### src/rtl/alu_rr_scheduler_1210733.sv
// ---------------------------------------------------------------------------
// alu_rr_scheduler_1210733
//
// Round-robin front end that shares one ALU_structural_1210733 between two
// requesters (A and B). A granted request is latched into operand registers,
// evaluated by the ALU for one cycle (EXEC), and its registered result is held
// on a single response channel tagged with the requester ID until the
// consumer accepts it (RESP). After each completed response the served
// requester drops to low priority.
//
// Ports
//   CLK, RST                    clock, synchronous active-high reset
//   A_VALID/A_X/A_Y/A_SEL       request from A (signed operands, 3-bit opcode)
//   A_READY                     A's request is accepted this cycle
//   B_*                         same for requester B
//   RESP_VALID/RESP_ID/RESP_OUT response channel (ID 0 = A, 1 = B)
//   RESP_READY                  consumer accepts the response
//   OPS_A, OPS_B                completed responses per requester (mod 256)
// ---------------------------------------------------------------------------

// Shared ALU: signed n-bit operands, signed n+2-bit result.
// Halving is an arithmetic right shift (rounds toward -inf); the logic ops are
// evaluated on the sign-extended operands, which equals sign-extending the
// n-bit logic result.
module ALU_structural_1210733 #(
  parameter int n = 4
) (
  input  logic signed [n-1:0] X,
  input  logic signed [n-1:0] Y,
  input  logic        [2:0]   SEL,
  output logic signed [n+1:0] OUT
);

  logic signed [n+1:0] xe, ye, sum;

  assign xe  = X;
  assign ye  = Y;
  assign sum = xe + ye;

  always_comb begin
    OUT = '0;
    case (SEL)
      3'd0:    OUT = sum >>> 1;
      3'd1:    OUT = sum <<< 1;
      3'd2:    OUT = (xe >>> 1) + ye;
      3'd3:    OUT = xe - (ye >>> 1);
      3'd4:    OUT = ~(xe & ye);
      3'd5:    OUT = ~xe;
      3'd6:    OUT = ~(xe | ye);
      default: OUT = xe ^ ye;
    endcase
  end

endmodule

module alu_rr_scheduler_1210733 #(
  parameter int n = 4
) (
  input  logic                CLK,
  input  logic                RST,
  input  logic                A_VALID,
  input  logic signed [n-1:0] A_X,
  input  logic signed [n-1:0] A_Y,
  input  logic        [2:0]   A_SEL,
  output logic                A_READY,
  input  logic                B_VALID,
  input  logic signed [n-1:0] B_X,
  input  logic signed [n-1:0] B_Y,
  input  logic        [2:0]   B_SEL,
  output logic                B_READY,
  output logic                RESP_VALID,
  output logic                RESP_ID,
  output logic signed [n+1:0] RESP_OUT,
  input  logic                RESP_READY,
  output logic        [7:0]   OPS_A,
  output logic        [7:0]   OPS_B
);

  typedef enum logic [1:0] {IDLE, EXEC, RESP} state_t;

  state_t              state_q, state_d;
  logic                prio_q, prio_d;
  logic signed [n-1:0] opx_q, opx_d, opy_q, opy_d;
  logic        [2:0]   opsel_q, opsel_d;
  logic                opid_q, opid_d;
  logic                resp_valid_q, resp_valid_d;
  logic                resp_id_q, resp_id_d;
  logic signed [n+1:0] resp_out_q, resp_out_d;
  logic        [7:0]   ops_a_q, ops_a_d, ops_b_q, ops_b_d;
  logic signed [n+1:0] alu_out;
  logic                grant_b, a_ready, b_ready;

  // B wins when it is the only requester, or when both ask and B holds priority.
  assign grant_b = B_VALID & (~A_VALID | prio_q);
  // Readies are masked during reset so no handshake is seen on a reset edge.
  assign a_ready = (state_q == IDLE) & ~RST & A_VALID & ~grant_b;
  assign b_ready = (state_q == IDLE) & ~RST & grant_b;

  ALU_structural_1210733 #(.n(n)) u_alu (
    .X   (opx_q),
    .Y   (opy_q),
    .SEL (opsel_q),
    .OUT (alu_out)
  );

  always_comb begin
    state_d      = state_q;
    prio_d       = prio_q;
    opx_d        = opx_q;
    opy_d        = opy_q;
    opsel_d      = opsel_q;
    opid_d       = opid_q;
    resp_valid_d = resp_valid_q;
    resp_id_d    = resp_id_q;
    resp_out_d   = resp_out_q;
    ops_a_d      = ops_a_q;
    ops_b_d      = ops_b_q;
    case (state_q)
      IDLE: begin
        if (a_ready) begin
          opx_d   = A_X;
          opy_d   = A_Y;
          opsel_d = A_SEL;
          opid_d  = 1'b0;
          state_d = EXEC;
        end else if (b_ready) begin
          opx_d   = B_X;
          opy_d   = B_Y;
          opsel_d = B_SEL;
          opid_d  = 1'b1;
          state_d = EXEC;
        end
      end
      EXEC: begin
        resp_out_d   = alu_out;
        resp_id_d    = opid_q;
        resp_valid_d = 1'b1;
        state_d      = RESP;
      end
      RESP: begin
        if (RESP_READY) begin
          resp_valid_d = 1'b0;
          if (resp_id_q) ops_b_d = ops_b_q + 8'd1;
          else           ops_a_d = ops_a_q + 8'd1;
          // The requester just served yields priority to the other one.
          prio_d  = ~resp_id_q;
          state_d = IDLE;
        end
      end
      default: state_d = IDLE;
    endcase
  end

  always_ff @(posedge CLK) begin
    if (RST) begin
      state_q      <= IDLE;
      prio_q       <= 1'b0;
      opx_q        <= '0;
      opy_q        <= '0;
      opsel_q      <= '0;
      opid_q       <= 1'b0;
      resp_valid_q <= 1'b0;
      resp_id_q    <= 1'b0;
      resp_out_q   <= '0;
      ops_a_q      <= '0;
      ops_b_q      <= '0;
    end else begin
      state_q      <= state_d;
      prio_q       <= prio_d;
      opx_q        <= opx_d;
      opy_q        <= opy_d;
      opsel_q      <= opsel_d;
      opid_q       <= opid_d;
      resp_valid_q <= resp_valid_d;
      resp_id_q    <= resp_id_d;
      resp_out_q   <= resp_out_d;
      ops_a_q      <= ops_a_d;
      ops_b_q      <= ops_b_d;
    end
  end

  assign A_READY    = a_ready;
  assign B_READY    = b_ready;
  assign RESP_VALID = resp_valid_q;
  assign RESP_ID    = resp_id_q;
  assign RESP_OUT   = resp_out_q;
  assign OPS_A      = ops_a_q;
  assign OPS_B      = ops_b_q;

endmodule

### config.mk
export PLATFORM = sky130hd
export DESIGN_NAME = alu_rr_scheduler_1210733
export DESIGN_NICKNAME = d
export VERILOG_FILES = /design/src/rtl/alu_rr_scheduler_1210733.sv
export SDC_FILE = /design/constraint.sdc
export NUM_CORES = 1
export LEC_CHECK = 0
export ABC_CLOCK_PERIOD_IN_PS = 2500
export CAP_MARGIN = 20
export CORE_MARGIN = 1.5
export CORE_UTILIZATION = 42
export CTS_CLUSTER_SIZE = 40
export DETAILED_ROUTE_END_ITERATION = 16
export GPL_TIMING_DRIVEN = 1
export PLACE_DENSITY = 0.68
export SYNTH_ARGS = -nofsm -noshare
export SYNTH_HDL_FRONTEND = slang
export SYNTH_HIERARCHICAL = 1
export SYNTH_SLANG_ARGS = --single-unit
### constraint.sdc
create_clock -name CLK -period 2.5 [get_ports CLK]
set_clock_uncertainty 0.1 [all_clocks]
set_input_delay 0.25 -clock CLK [delete_from_list [all_inputs] [get_ports CLK]]
set_output_delay 0.25 -clock CLK [all_outputs]
set_load 0.02 [all_outputs]
==> results of run 1 <==
## metal layers
| metal | vias to the layer above | GRT usage |
|---|---|---|
| li1 | 1220 | - |
| met1 | 1137 | 0.282 |
| met2 | 50 | 0.315 |
| met3 | 11 | 0.0371 |
| met4 | 0 | 0.0845 |
| met5 | - | 0 |
## path summary, 6_finish.rpt
path / end / cells after the start / start
setup / recovery: B_READY / 4 / B_VALID
hold / removal: RESP_OUT[3] / 2 / RESP_OUT[3]
setup reg to reg: RESP_OUT[3] / 8 / opx_q[0]
hold reg to reg: RESP_OUT[3] / 2 / RESP_OUT[3]
## cell type report
| type | count | share of cell area |
|---|---|---|
| inverters | 22 | 0.0249 |
| flip-flops and latches | 39 | 0.235 |
| multi-input cells | 221 | 0.483 |
| clock inverters | 2 | 0.00377 |
| clock buffers | 6 | 0.0219 |
| repair buffers | 72 | 0.203 |
| well taps | 75 | 0.0283 |
## tightest hold or removal path, stage by stage (launching register included)
cell and delay, ps:
dfxtp_1 330, mux2i_1 60, nor2_1 70
## cell families (layout without fill, tap and decap cells)
family / Yosys count / in the layout / share of synthesized area
and+or+nand+nor: 87 / 87 / 0.180
adders and majority gates: 20 / 20 / 0.106
xor gates and xnor gates: 8 / 8 / 0.0273
DFF: 39 / 39 / 0.305
buffers and inverters: 41 / 102 / 0.0688
AOI/OAI and AO/OA: 86 / 86 / 0.224
muxes: 20 / 20 / 0.0894
## flip-flops by register name, summed over array words and instances, names as in the netlist, 2 cells and up
signal and count:
OPS_A 8, OPS_B 8, RESP_OUT 6, opsel_q 3
opx_q 4, opy_q 4, state_q 2
## power breakdown
part           switching (mW)  internal [mW]  leakage [nW]  total (mW)
Clock                   0.239          0.195        0.0412       0.434
Sequential             0.0441          0.656         0.317       0.700
Combinational           0.252          0.260         0.907       0.513
## per-stage QoR
| step | total power, mW | worst slack (ps) | instance area [um2] |
|---|---|---|---|
| 6_report | 1.65 | 157 | 3320 |
| 5_1_grt | 1.74 | 94.3 | 3320 |
| 4_1_cts | 1.66 | 24.9 | 3320 |
| 3_5_place_dp | 1.23 | 27.7 | 3230 |
| 3_3_place_gp | 1.22 | 28.0 | 3230 |
| 2_1_floorplan | 1.06 | 404 | 2560 |
## cell usage after synthesis (all sizes together), types with 9 or more instances
library cell and n:
mux2i 15, a31oi 12, buf 9, inv 22, clkbuf 10, a21oi 19
dfxtp 39, nand3 15, nor2 26, o21ai 21, ha 17, nand2 12
o31ai 16
## repair_timing
action / 4_1_cts / 5_1_grt
resized for setup: 0 / 1
hold buffers: 0 / 0
endpoints found under the setup margin: 0 / 1
==> metrics.yaml, run 1 <==
outcome: "complete, no violations"
hp-class: "reg2reg"
dpl.cell_count: 429
wl_met1_um: 2990
rsz0062_at_grt: "no"
wire_per_inst_um: 14.1
instances_no_fill: 437
finalHoldViolCount: 0
avgSynthCellArea_um2: 8.51
min_period_ps: 2340
cp-end-kind: "output pin"
r2r_slack_ps: 270
fmaxAchievable_mhz: 427
worstPathMaxFanout: 3
routed-wl-met3_um: 258
gp_congestion: 0.869
critPathLaunchType: "primary input"
synth_edf_count: 0
path_buf_inv: 2
cts_root_buf: "clkbuf_8"
grt_pass1_vias: 2219
yosysTopAreaCell: "dfxtp_1"
overflow: 0
drv_cap: 0
ys_seq_elements: 39
dp_hpwl_um: 4630
final_common_cell: "clkdlybuf4s50_1"
die_x_um: 81.1
setup_viol_count_final: 0
post-route-period-util: 0.937
seq_area_frac_synth: 0.305
crit_required_ps: 2150
crit_top_cell: "clkdlybuf4s50_1"
num_vias: 2418
path_cells: "clkdlybuf4s50_1 -> or4b_1 -> nor2_1 -> clkdlybuf4s50_1"
finalSetupTns_ps: 0
die_h_um: 81.1
htreeDepth: 2
grt_pass1_wl_um: 10500
num_io_pins: 53
worstSetupPathType: "in2out"
tightestPinTransition_ps: 573
grt_use_total: 0.205
post-route-drc-count: 0
async_flop_share: 0
portBuffers: 52
ir_drop_v: 0.000218
drive_gt1_frac: 0.116
diodes: 0
slew-limit-headroom: 0.618
utilization: 0.561
finalMaxSlewViolations: 0
dr_wl_met2_um: 2790
fillers: 552
synthToLayoutAreaGrowth_pct: 29.6
cts_sinks: 39
syn_nets: 348
rows: 28
syn-cell-area_um2: 2560
top_layer_used: "met4"
drtPass1Iterations: 4
ys_warn_count: 6
core_um2: 5920
cts_tree: "built"
drt_wl_total_um: 6170
dieArea_um2: 6580
final_nets: 408
insertion_delay_ps: 300
clockBufferDepth: 2
leakage_nw: 1.27
ant_nets: 0
slowest_delay_ps: 620
ys.flop_type: "dfxtp_1"
vias_per_cell: 5.53
seq_area_um2: 781
path_clk_slew_ps: 80
antenna_found_initial: 0
crit_arrival_ps: 1990
post_cts_buffers: 0
synth_top_area_share: 0.305
cts_buffers: 5
multiInputGateArea_um2: 1610
drt_iter0_drc: 92
synthCells: 301
start_util: 0.433
whs_ps: 400
crit_family: "buffers and inverters"
powerDensity_nw_per_um2: 496
final_cell_mix: "51 x clkdlybuf4s50_1, 39 x dfxtp_1, 26 x nor2_1"
synth_area_leaders: "dfxtp_1 30%, ha_1 8.3%, mux2i_1 5.9%"
grt_max_degree: 32
yosysUniqueCellTypes: 53
cp_slowest_cell: "clkdlybuf4s50_1"
Note: power is estimated with default switching activity, not from simulation.
==> inputs of run 2 (changes only) <==
CORE_MARGIN = 5   (was 1.5)
CTS_BUF_LIST = sky130_fd_sc_hd__clkbuf_8   (was default)
==> run 2 against run 1 <==
Effect of this change: die area increased by 18%; total power up 1.6%; sequential power is essentially flat; via count grew 0.33%; critical path type is now reg2out; largest cell class unchanged.
==> metrics.yaml, run 2 (same netlist as run 1, synthesis figures left out) <==
grt_pass1_vias: 2256  # +1.7%
antenna_found_initial: 0  # unchanged
synthToLayoutAreaGrowth_pct: 29.8
post-route-drc-count: 0  # unchanged
powerDensity_nw_per_um2: 503  # +1.4%
die_x_um: 88.1  # +8.6%
ant_nets: 0  # unchanged
final_nets: 407  # -0.25%
tightestPinTransition_ps: 575  # +2.20 ps
num_vias: 2426  # +0.33%
finalHoldViolCount: 0  # unchanged
worstPathMaxFanout: 4  # +1
cts_buffers: 5  # unchanged
worstSetupPathType: "reg2out"
whs_path_depth: 2  # unchanged
hp-class: "reg2reg"
dr_wl_met2_um: 2990  # +7.2%
rsz0062_at_grt: "no"
post-route-period-util: 0.935  # -0.00229
r2r_slack_ps: 230  # -40 ps
wire_per_inst_um: 14.4  # +2.2%
slowest_delay_ps: 630  # about the same
drtPass1Iterations: 4  # unchanged
finalMaxSlewViolations: 0  # unchanged
leakage_nw: 1.27  # +0.16%
finalSetupTns_ps: 0  # unchanged
drt_iter0_drc: 95  # +3.3%
timing.rr.end: "RESP_OUT[4]"
final_common_cell: "clkdlybuf4s50_1"
holdPathEnd: "RESP_OUT[3]"
cts_sinks: 39  # unchanged
r2r_cells: 10  # +2
path_buf_inv: 1  # -1
grt_use_total: 0.164  # -0.0408
final_cell_mix: "51 x clkdlybuf4s50_1, 39 x dfxtp_1, 26 x nor2_1, 20 x inv_1, 20 x o21ai_0"
drive_gt1_frac: 0.116  # +0.000321
drt_wl_total_um: 6290  # +1.9%
post_cts_buffers: 0  # unchanged
routed-wl-met3_um: 236  # -8.5%
top_layer_used: "met4"
portBuffers: 52  # unchanged
rows: 28  # unchanged
start_util: 0.433  # unchanged
cts_tree: "built"
cts_root_buf: "clkbuf_8"
min_from: "RESP_OUT[3]"
path_clk_slew_ps: 80  # about the same
drv_cap: 0  # unchanged
dieArea_um2: 7760  # +18%
overflow: 0  # unchanged
num_io_pins: 53  # unchanged
vias_per_cell: 5.56  # +0.56%
fmaxAchievable_mhz: 428  # +0.24%
critPathLaunchType: "flop"
fin_total_pwr_mw: 1.67  # +1.6%
dp_hpwl_um: 4840  # +4.5%
ctsHoldBuffers: 0  # unchanged
clockBufferDepth: 2  # unchanged
gp_congestion: 0.795  # -8.4%
dpl.cell_count: 428  # -0.23%
diodes: 0  # unchanged
crit_arrival_ps: 1990  # about the same
ir_drop_v: 0.000245  # +12%
setup_viol_count_final: 0  # unchanged
path_cells: "or4b_1 -> nor2_1 -> clkdlybuf4s50_1"
crit_family: "simple AND/OR/NAND/NOR gates"
core_um2: 5920  # unchanged
cp-end-kind: "output pin"
grt_pass1_wl_um: 10400  # -1.6%
outcome: "complete, no violations"
die_h_um: 88.1  # +8.6%
r2r_start: "opx_q[0]"
cts_resized: 0  # unchanged
cp_slowest_cell: "clkdlybuf4s50_1"
crit_required_ps: 2150  # about the same
insertion_delay_ps: 300  # about the same
grt_max_degree: 32  # unchanged
min_period_ps: 2340  # -5.72 ps
instances_no_fill: 436  # -0.23%
slew-limit-headroom: 0.616  # -0.00147
htreeDepth: 2  # unchanged
wl_met1_um: 2990  # -0.17%
## run 2: cell types whose count changed in the layout (fill, tap and decap cells not counted)
cell / before / now
buf_4: 20 / 19
clkbuf_1: 1 / 0
clkbuf_8: 5 / 6
clkinv_2: 1 / 0
clkinv_4: 0 / 1
## run 2: worst reg2reg max path, cell delays in order, from the launching register on
cell and delay, ps:
dfxtp_1 350, inv_1 90, ha_1 150, inv_1 60, fa_1 400, a2111oi_0 410
o32ai_1 190, a2bb2oi_1 190, o31ai_1 100, mux2i_1 100, nor2_1 80
## run 2: metal layers
metal  track usage  vias up
li1              -     1223
met1         0.215     1153
met2         0.277       44
met3        0.0282        6
met4        0.0522        0
met5             0        -
## run 2: cell type report
class | count | area, um2
clock buffer | 6 | 82.6
clock inverter | 2 | 16.3
fill | 563 | 2590
inverter | 22 | 82.6
multi-input combinational | 221 | 1610
sequential | 39 | 781
tap | 75 | 93.8
timing repair buffer | 71 | 666
## run 2: how the worst max path moves through the flow
stage	to	cells after the start	start	slack, ps
global route	B_READY	3	state_q[0]	60
detailed placement	A_READY	5	A_VALID	20
floorplan	RESP_OUT[4]	9	opy_q[1]	400
finish	B_READY	3	state_q[0]	160
CTS	A_READY	5	A_VALID	10
global placement	A_READY	5	A_VALID	20
## run 2: stage by stage
stage | worst slack, ps | area, um2 | hold slack, ps | utilization
after floorplan | 404 | 2560 | 315 | -
after global placement | 22.2 | 3230 | 376 | 0.545
after detailed placement | 18.2 | 3230 | 384 | 0.545
after CTS | 10.5 | 3320 | 406 | 0.561
after global routing | 58.4 | 3330 | 436 | 0.562
final | 163 | 3330 | 405 | 0.562
## run 2: power breakdown
group          internal (mW)  switching (mW)
logic                  0.259           0.257
clock network          0.225           0.233
registers              0.656          0.0423
==> inputs of run 3 (changes only) <==
==> constraint.sdc (replaced) <==
create_clock -name CLK -period 2.5 [get_ports CLK]
set_clock_uncertainty 0.1 [all_clocks]
set_input_delay 0.25 -clock CLK [delete_from_list [all_inputs] [get_ports CLK]]
set_output_delay 0.25 -clock CLK [all_outputs]
set_load 0.1 [all_outputs]
==> run 3 against run 2 <==
Effect of this change: routed wire length is 1.4% lower; combinational power up 13%; total power increased by 2.5%; non-clock buffer count decreased by 7; register-to-register slack is essentially flat; clock-buffer cell count down 1; maximum frequency grew 3.5%; design area decreased by 3.2%; largest power group unchanged.
==> metrics.yaml, run 3 (same netlist as run 1, synthesis figures left out) <==
gp_congestion: 0.859  # +7.9%
leakage_nw: 1.27  # +0.34%
net-switching-power_uw: 616  # +16%
drt_iter0_drc: 157  # +65%
path_buf_inv: 2  # +1
setup_viol_count_final: 0  # unchanged
post_cts_buffers: 0  # unchanged
finalHoldViolCount: 0  # unchanged
rsz0062_at_grt: "no"
cp_slowest_cell: "a2111oi_0"
crit_arrival_ps: 2390  # +400 ps
num_vias: 2333  # -3.8%
drive_gt1_frac: 0.172  # +0.0560
p_int_mw: 1.10  # -3.8%
worstPathMaxFanout: 4  # unchanged
drtPass1Iterations: 4  # unchanged
fmaxAchievable_mhz: 443  # +3.5%
dieArea_um2: 7760  # unchanged
ctsHoldBuffers: 0  # unchanged
antenna_found_initial: 0  # unchanged
grt_pass1_wl_um: 10300  # -0.53%
num_io_pins: 53  # unchanged
cts_root_buf: "clkbuf_8"
finalSetupTns_ps: 0  # unchanged
clkPwrFrac: 0.247  # -0.027
path_clk_slew_ps: 80  # about the same
cts_sinks: 39  # unchanged
slowest_delay_ps: 410  # -220 ps
grt_pass1_vias: 2227  # -1.3%
die_x_um: 88.1  # unchanged
htreeDepth: 2  # unchanged
tightestPinTransition_ps: 564  # -11.1 ps
gr-usage-met2: 0.251  # -0.0253
cp-end-kind: "flop"
start_util: 0.433  # unchanged
grt.busiest_layer: "met2"
worstSetupPathType: "reg2reg"
crit_required_ps: 2630  # +480 ps
wire_per_inst_um: 14.5  # +0.18%
final_nets: 400  # -1.7%
die_h_um: 88.1  # unchanged
fillers: 570  # +1.2%
outcome: "complete, no violations"
powerDensity_nw_per_um2: 532  # +5.8%
instances_no_fill: 429  # -1.6%
grt_use_total: 0.167  # +0.00281
slew-limit-headroom: 0.623  # +0.00739
critPathLaunchType: "flop"
dpl.cell_count: 421  # -1.6%
r2r_slack_ps: 240  # about the same
diodes: 0  # unchanged
drt_wl_total_um: 6200  # -1.4%
grt_max_degree: 31  # -3.1%
ant_nets: 0  # unchanged
clockBufferDepth: 2  # unchanged
core_um2: 5920  # unchanged
final_cell_mix: "39 x dfxtp_1, 36 x buf_4, 26 x clkdlybuf4s50_1, 25 x nor2_1, 21 x inv_1"
final_common_cell: "dfxtp_1"
ir_drop_v: 0.000286  # +17%
post-route-drc-count: 0  # unchanged
min_period_ps: 2260  # -80.0 ps
cts_resized: 0  # unchanged
vias_per_cell: 5.44  # -2.3%
rows: 28  # unchanged
hp-class: "reg2reg"
grt_use_met1: 0.232  # +0.0179
dp_hpwl_um: 4740  # -2.1%
overflow: 0  # unchanged
crit_top_cell: "inv_1"
post-route-period-util: 0.903  # -0.0320
insertion_delay_ps: 300  # about the same
grt_use_met3: 0.0367  # +0.00847
pwr-share-comb: 0.341  # +0.033
drv_cap: 0  # unchanged
path_cells: "inv_1 -> ha_1 -> inv_1 -> fa_1 -> a2111oi_0 -> o32ai_1 -> a2bb2oi_1 -> o31ai_1 -> mux2i_1 -> nor2_1"
finalMaxSlewViolations: 0  # unchanged
crit_family: "compound AO/OA/AOI/OAI gates"
cts_buffers: 5  # unchanged
cts_tree: "built"
seqPwrFrac: 0.412  # -0.006
swShare: 0.360  # +0.0418
synthToLayoutAreaGrowth_pct: 25.7
portBuffers: 52  # unchanged
-- run 3: final cells by class --
| class | count | area (um2) | share of cell area |
|---|---|---|---|
| timing repair buffer | 64 | 571 | 0.177 |
| clock inverter | 3 | 16.3 | 0.00505 |
| sequential | 39 | 781 | 0.242 |
| multi-input combinational | 221 | 1610 | 0.499 |
| tap | 75 | 93.8 | 0.0291 |
| inverter | 22 | 82.6 | 0.0256 |
| clock buffer | 5 | 68.8 | 0.0214 |
-- run 3: per-stage QoR --
step	utilization	hold WS [ps]	power, mW	worst slack, ps	area [um2]
after floorplan	-	315	1.15	281	2560
after global placement	0.530	381	1.30	306	3140
after detailed placement	0.530	386	1.31	279	3140
after CTS	0.544	403	1.73	263	3220
after global routing	0.544	441	1.81	120	3220
final	0.544	402	1.71	243	3220
-- run 3: final timing paths --
| path | startpoint | to | cells after the start |
|---|---|---|---|
| max | opx_q[0] | RESP_OUT[4] | 10 |
| max reg2reg | opx_q[0] | RESP_OUT[4] | 10 |
| min | opid_q | opid_q | 1 |
| min reg2reg | opid_q | opid_q | 1 |
-- run 3: power by group through the flow --
stage	Combinational, mW	Sequential (mW)	Clock, mW
global placement	0.581	0.720	0
CTS	0.586	0.707	0.436
finish	0.585	0.706	0.422
floorplan	0.354	0.793	0
detailed placement	0.584	0.722	0
global route	0.635	0.713	0.458
-- run 3: metal layers --
| layer | share of wire | vias to the layer above |
|---|---|---|
| met5 | 0 | - |
| met4 | 0.014 | 0 |
| met2 | 0.46 | 52 |
| met3 | 0.045 | 7 |
| met1 | 0.48 | 1076 |
| li1 | - | 1198 |
-- run 3: worst register-to-register path: stages (launching register included) --
cell and delay [ps]:
dfxtp_1 350, inv_1 90, ha_1 140, inv_1 50, fa_1 390, a2111oi_0 410, o32ai_1 160, a2bb2oi_1 180
o31ai_1 100, mux2i_1 120, nor2_1 90
